## config.mk

```make
export PLATFORM = sky130hd
export DESIGN_NAME = serial_subtractor_flat
export DESIGN_NICKNAME = d
export VERILOG_FILES = /design/src/rtl/serial_subtractor_if.sv /design/src/rtl/serial_subtractor.sv /design/src/flat_wrapper.sv
export SDC_FILE = /design/constraint.sdc
export NUM_CORES = 1
export LEC_CHECK = 0
export BUFFER_PORTS_ARGS = -buffer_cell sky130_fd_sc_hd__clkbuf_2
export CAP_MARGIN = 20
export CORE_ASPECT_RATIO = 2
export CORE_MARGIN = 4
export CORE_UTILIZATION = 49
export CTS_BUF_LIST = sky130_fd_sc_hd__clkbuf_8 sky130_fd_sc_hd__clkbuf_16
export DETAILED_ROUTE_END_ITERATION = 16
export PLACE_DENSITY = 0.74
export SLEW_MARGIN = 20
export SYNTH_ARGS = -nofsm -noshare
export SYNTH_HDL_FRONTEND = slang
export SYNTH_SLANG_ARGS = --single-unit
export TNS_END_PERCENT = 10
```

## constraint.sdc

```tcl
create_clock -name clk -period 1.5 [get_ports clk]
set_input_delay 0.075 -clock clk [delete_from_list [all_inputs] [get_ports clk]]
set_output_delay 0.075 -clock clk [all_outputs]
set_load 0.01 [all_outputs]
```

## src/rtl/serial_subtractor_if.sv

```systemverilog
// Start/busy/done operand and result bundle for the bit-serial subtractor.
interface serial_subtractor_if #(parameter int WIDTH = 8);
    logic             start;
    logic [WIDTH-1:0] a;
    logic [WIDTH-1:0] b;
    logic             busy;
    logic             done;
    logic [WIDTH-1:0] diff;
    logic             bout;
    logic             ovf;
    logic             zero;

    modport master (output start, a, b, input busy, done, diff, bout, ovf, zero);
    modport slave  (input start, a, b, output busy, done, diff, bout, ovf, zero);
endinterface

```

## src/rtl/serial_subtractor.sv

```systemverilog
// Bit-serial two's-complement subtractor: diff = a - b, LSB first, one full-subtractor cell.
// state | meaning
// IDLE  | waiting for start, busy=0
// RUN   | shifting one bit per edge through the cell
// DONE  | one-cycle done pulse, results valid
module serial_subtractor #(
    parameter int WIDTH = 8
) (
    input logic                clk,
    input logic                rst,
    serial_subtractor_if.slave bus
);
    localparam int CW = (WIDTH > 2) ? $clog2(WIDTH) : 1;
    localparam logic [CW-1:0] LAST = CW'(WIDTH - 1);

    typedef enum logic [1:0] {IDLE, RUN, DONE} state_t;

    state_t           state, state_next;
    logic [WIDTH-1:0] a_sh, b_sh, d_sh;
    logic [CW-1:0]    cnt;
    logic             br;
    logic             a_msb, b_msb;
    logic [WIDTH-1:0] diff_q;
    logic             bout_q, ovf_q, zero_q;

    logic             a0, b0, d, br_next;
    logic [WIDTH-1:0] d_sh_next;
    logic             last_bit;

    assign a0        = a_sh[0];
    assign b0        = b_sh[0];
    assign d         = a0 ^ b0 ^ br;
    assign br_next   = (~a0 & b0) | (~(a0 ^ b0) & br);
    assign d_sh_next = {d, d_sh[WIDTH-1:1]};
    assign last_bit  = (cnt == LAST);

    always_ff @(posedge clk or posedge rst) begin
        if (rst) state <= IDLE;
        else     state <= state_next;
    end

    always_comb begin
        state_next = state;
        case (state)
            IDLE:    if (bus.start) state_next = RUN;
            RUN:     if (last_bit)  state_next = DONE;
            DONE:    state_next = IDLE;
            default: state_next = IDLE;
        endcase
    end

    always_comb begin
        bus.busy = (state != IDLE);
        bus.done = (state == DONE);
    end

    // Operand MSBs are kept aside because the shift registers are consumed by the last edge.
    always_ff @(posedge clk or posedge rst) begin
        if (rst) begin
            a_sh   <= '0;
            b_sh   <= '0;
            d_sh   <= '0;
            cnt    <= '0;
            br     <= 1'b0;
            a_msb  <= 1'b0;
            b_msb  <= 1'b0;
            diff_q <= '0;
            bout_q <= 1'b0;
            ovf_q  <= 1'b0;
            zero_q <= 1'b0;
        end else begin
            case (state)
                IDLE: begin
                    if (bus.start) begin
                        a_sh  <= bus.a;
                        b_sh  <= bus.b;
                        a_msb <= bus.a[WIDTH-1];
                        b_msb <= bus.b[WIDTH-1];
                        br    <= 1'b0;
                        cnt   <= '0;
                    end
                end
                RUN: begin
                    a_sh <= a_sh >> 1;
                    b_sh <= b_sh >> 1;
                    d_sh <= d_sh_next;
                    br   <= br_next;
                    cnt  <= cnt + 1'b1;
                    if (last_bit) begin
                        diff_q <= d_sh_next;
                        bout_q <= br_next;
                        ovf_q  <= (a_msb != b_msb) & (d != a_msb);
                        zero_q <= (d_sh_next == '0);
                    end
                end
                default: ;
            endcase
        end
    end

    assign bus.diff = diff_q;
    assign bus.bout = bout_q;
    assign bus.ovf  = ovf_q;
    assign bus.zero = zero_q;
endmodule

```

## src/flat_wrapper.sv

```systemverilog
// flat-port wrapper written by rule: the top's interface ports become plain ports
module serial_subtractor_flat 
#(
    parameter int WIDTH = 8
)
  (clk, rst, bus_start, bus_a, bus_b, bus_busy, bus_done, bus_diff, bus_bout, bus_ovf, bus_zero);
  serial_subtractor_if #(.WIDTH(WIDTH)) bus_i ();
  input logic clk;
  input logic rst;
  input wire logic [$bits(bus_i.start)-1:0] bus_start;
  input wire logic [$bits(bus_i.a)-1:0] bus_a;
  input wire logic [$bits(bus_i.b)-1:0] bus_b;
  output wire logic [$bits(bus_i.busy)-1:0] bus_busy;
  output wire logic [$bits(bus_i.done)-1:0] bus_done;
  output wire logic [$bits(bus_i.diff)-1:0] bus_diff;
  output wire logic [$bits(bus_i.bout)-1:0] bus_bout;
  output wire logic [$bits(bus_i.ovf)-1:0] bus_ovf;
  output wire logic [$bits(bus_i.zero)-1:0] bus_zero;
  assign bus_i.start = bus_start;
  assign bus_i.a = bus_a;
  assign bus_i.b = bus_b;
  assign bus_busy = bus_i.busy;
  assign bus_done = bus_i.done;
  assign bus_diff = bus_i.diff;
  assign bus_bout = bus_i.bout;
  assign bus_ovf = bus_i.ovf;
  assign bus_zero = bus_i.zero;
  serial_subtractor #(.WIDTH(WIDTH)) u_core (.clk(clk), .rst(rst), .bus(bus_i));
endmodule
```

* After elaboration in Yosys (flattened, before gate mapping)
Index checks and enable logic that the tools add are counted.
** Word-level totals
- Flip-flop bits (word level) :: 43
- Bits of input ports :: 19
- Output and inout bits :: 13
- Logic and storage cells :: 47
** Operators by class
- Add/sub/neg operators :: 1
- Eq/ne operators :: 7
- Multiplexer cells :: 11
- Bitwise gates (word level) :: 8
- Reductions and logical operators :: 8
** Operators by type and width (number)
- $pmux 8 s2 :: 2
- $mux 8 :: 2
- $logic_not 8->1 :: 1
- $reduce_and 2->1 :: 4
- $pmux 3 s2 :: 1
- $mux 2 :: 2
- $pmux 2 s2 :: 1
- $reduce_bool 2->1 :: 2
- $add 3x1->3 const B :: 1
- $and 1x1->1 :: 3
- $eq 3x3->1 const B :: 1
- $mux 3 :: 1
- $eq 2x1->1 const B :: 1
- $eq 2x2->1 const B :: 1
- $logic_not 2->1 :: 1
- $ne 1x1->1 :: 2
- $ne 2x1->1 const B :: 1
- $ne 2x2->1 const B :: 1
- $not 1->1 :: 2
- $pmux 1 s2 :: 1
- $xor 1x1->1 :: 2
- $mux 1 :: 1
- $or 1x1->1 :: 1

* Longest topological paths before layout
- Depth after elaboration :: 5
- Mapped depth :: 6
- Mapped depth without buffers :: 5

* Least setup slack after synthesis
OpenSTA, ideal clock, no wires.
- Path type :: reg-to-reg
- From :: register u_core.cnt[0]
- To :: register u_core.diff_q[0], in the netlist u_core.bus.diff[0]
- Setup time :: 125 ps
- Data arrival time :: 1315 ps
- Data required time :: 1375 ps
- Slack :: 60 ps
- Cell stages (with the launch flop) :: 6
- Buffers on the path :: 1
- Clock period less this slack :: 1440 ps
- Cells stage by stage :: dfrtp_1 -> ha_1 -> ha_1 -> nand3b_4 -> buf_6 -> mux2_4
** On the way
- Word-level cells in the longest chain between the ends :: 2
** Ends and longest elaborated chain
- start, declared :: line serial_subtractor.sv:20 : logic [CW-1:0] cnt;
- start signal, assigned :: line serial_subtractor.sv:88 : cnt <= cnt + 1'b1;
- $eq 3x3->1 :: line serial_subtractor.sv:35 : assign last_bit = (cnt == LAST);
- $reduce_and 2->1 (no source line)
- end signal, assigned :: line serial_subtractor.sv:90 : diff_q <= d_sh_next;
- end, declared :: line serial_subtractor.sv:23 : logic [WIDTH-1:0] diff_q;
Every way passes these cells.
A chain may end at the register's enable or synchronous reset.

* Worst setup path in the final report
- From :: register u_core.br
- To :: register u_core.ovf_q, in the netlist u_core.bus.ovf
** On the way
- Word-level cells in the longest chain between the ends :: 3
** Ends and longest elaborated chain
- start, declared :: line serial_subtractor.sv:21 : logic br;
- start signal, assigned :: line serial_subtractor.sv:87 : br <= br_next;
- $xor 1x1->1 :: line serial_subtractor.sv:32 : assign d = a0 ^ b0 ^ br;
- net u_core.d :: line serial_subtractor.sv:26 : logic a0, b0, d, br_next;
- $ne 1x1->1 :: line serial_subtractor.sv:92 : ovf_q <= (a_msb != b_msb) & (d != a_msb);
- $and 1x1->1 :: line serial_subtractor.sv:92
- end signal, assigned :: line serial_subtractor.sv:92
- end, declared :: line serial_subtractor.sv:24 : logic bout_q, ovf_q, zero_q;
The timed path passes the listed nets, and every way through them passes these cells.

==> impl_metrics.ini <==
[status]
status = finished clean

[yosys]
synth.top_cells.by_area = dfrtp_1 (56%), nand2_1 (8.4%), and3b_1 (5.1%)
ys_types = 27
synth_area_per_cell_sq_um = 10.8
synth-edff-count = 0
yosysWarningCount = 0
netlist_area_sq_mm = 0.00188
ys_seq_area_share_pct = 55.8
synth_top_area_cell = dfrtp_1
async_flop_share_pct = 100
ys_ff_latch = 42
yosysTopAreaCellShare_pct = 55.8
synth_cells = 175
synth_common_cells = dfrtp_1 (42), nand2_1 (42), o21ai_0 (18)
synth-main-ff-cell = dfrtp_1
syn-num-nets = 197

[floorplanning]
start_util_pct = 51.6
fp.dieW_um = 51.8
dieArea_sq_mm = 0.00496
die_y_um = 95.7
ioPinCount = 32
rows = 31
core_area_sq_mm = 0.00365

[timing]
relSlewSlack_pct = 65.2
finalMaxSlewViolations = 0
worst_clock_skew_ns = 0.00587
max_freq_mhz = 683
fin_crit_ns = 1.46
hold_viol = 0
finalSetupViolCount = 0
fin_crit_sh_pct = 97.6
tightest_slew_ns = 0.522
rsz0062_at_grt = yes

[detailed_routing]
wl_um = 3900
ant_nets = 0
route.vias.total = 1397
drt_iter0_drc = 25
vias_per_cell = 5.29
drcViolationCount = 0
routedWlPerCell_um = 14.8
drt_pass1_iterations = 4

[setup_path]
worstPathArrival_ns = 1.69
crit_type = register to register
r2r_start = u_core.br
reg2reg_depth = 5
ff2ff_setup_slack_ns = 0.04
end_kind = register
r2r_end = u_core.bus.ovf
cp_max_fo = 5
worstPathRequired_ns = 1.73
cp-start-kind = register

[grt]
met2_usage_pct = 32.8
use_met1_pct = 17.8
grt_pass1_wl_um = 6400
grt-ovfl-total = 0
grt-busiest-layer = met2
grt_pass1_vias = 1432
grt_max_degree = 43
grt_util_all_layers_pct = 17.2
grt_antenna_before_repair = 0
grtUsageMet3_pct = 3.13

[clocking]
clk_pin_slew_worst_paths_ns = 0.08
cts_buffer_depth = 2
cts_root_buf = clkbuf_8
clk_latency_ns = 0.29
numCtsBuffers = 5
cts.sinks = 42
htreeDepth = 2
cts_tree = done

[placement]
hpwl_um = 2710
post-place-cells = 251
io_buffers = 31
finalWeightedCongestion = 0.740

[power]
power_mw = 4.47
ir_drop_uv = 1100
power_leakage_nw = 1.16
power_density_mw_per_mm2 = 1980

[final_layout]
nets = 236
fill_cells = 322
regArea_sq_mm = 0.00105
instances_no_fill = 264
syn_to_final_growth_pct = 19.5
antenna_cells = 0
multi_input_area_sq_um = 757
drive_above_1_share_pct = 30.2

[min_path]
hold_start = bus_b[7]
hold_depth = 2
hold_class = primary input to register
holdPathEnd = u_core.b_msb

[job]
maxCapViolCount = 0
worst max path at each step:
stage                     slack (ns)            endpoint      startpoint
after floorplan                 0.06  u_core.bus.diff[0]   u_core.cnt[0]
after CTS                       0.02  u_core.bus.diff[4]   u_core.cnt[0]
after global routing           -0.05      u_core.bus.ovf       u_core.br
final                           0.04      u_core.bus.ovf       u_core.br
after detailed placement       -0.08     u_core.bus.zero  u_core.b_sh[0]
after global placement         0.006     u_core.bus.zero  u_core.b_sh[0]
critical path: stages (launching register included):
cell and delay [ns]:
dfrtp_1 0.36, inv_1 0.07, fa_2 0.63, and3b_1 0.18
a21oi_1 0.04, o21ai_1 0.11
through the flow:
step / TNS, ns / area, sq um / util, % / hold WS [ns] / worst slack [ns]
floorplan: 0 / 1880 / - / 0.225 / 0.0601
global placement: 0 / 2090 / 57.2 / 0.202 / 0.00589
detailed placement: -0.127 / 2090 / 57.2 / 0.214 / -0.0841
CTS: 0 / 2210 / 60.7 / 0.0428 / 0.0158
global route: -0.126 / 2250 / 61.7 / 0.0505 / -0.0507
finish: 0 / 2250 / 61.7 / 0.0487 / 0.0358
cells in the final DEF (no fill, tap or decap), types with 2 or more instances in the layout:
cell	count
nor2b_2	2
dfrtp_1	42
a22o_1	2
o21ai_0	16
nor2_1	2
a32o_1	2
a21oi_1	12
a22oi_1	4
mux2_2	7
o21ai_1	3
and3b_1	11
clkbuf_2	31
mux2_4	3
clkbuf_8	5
inv_1	8
buf_4	9
nand2_1	42
flip-flops by register name, summed over array words and instances (netlist names):
signal,flops
u_core.state,2
u_core.a_msb,1
u_core.b_msb,1
u_core.bus.zero,1
u_core.bus.bout,1
u_core.d_sh,7
u_core.a_sh,8
u_core.bus.diff,8
u_core.b_sh,8
u_core.br,1
u_core.bus.ovf,1
u_core.cnt,3
where the power goes:
group | total [mW] | internal, mW | switching, mW
Combinational | 1.64 | 0.796 | 0.847
Clock | 0.863 | 0.485 | 0.379
Sequential | 1.96 | 1.61 | 0.350
Total | 4.47 | 2.89 | 1.58
repair_timing:
item,CTS,global route
setup buffers,0,3
cloned,0,1
pin swaps,1,2
gates resized for setup,3,3
setup endpoints to repair,6,10
hold buffers,1,0
endpoints found under the hold margin,42,0
logic make-up (layout without fill, tap and decap cells):
logic type	count (synthesis)	in the layout	synth area share (%)
AOI/OAI and AO/OA	40	40	12.2
adders and majority gates	3	3	2.39
buffers and inverters	17	56	5.31
DFF	42	42	55.8
muxes	10	10	6.58
and+or+nand+nor	63	64	17.7
routing by layer:
metal / up-vias / part of all wire [%]
met3: 7 / 4.6
li1: 674 / -
met5: - / 0
met2: 42 / 57
met1: 674 / 37
met4: 0 / 1.9
layout make-up:
class,count,area share (%)
Clock buffer,5,3.06
Multi-Input combinational cell,117,33.6
Inverter,6,1.00
Timing Repair Buffer,42,11.2
Clock inverter,3,1.67
Tap cell,49,2.72
Sequential cell,42,46.7
Power figures use the tool's default switching activity.
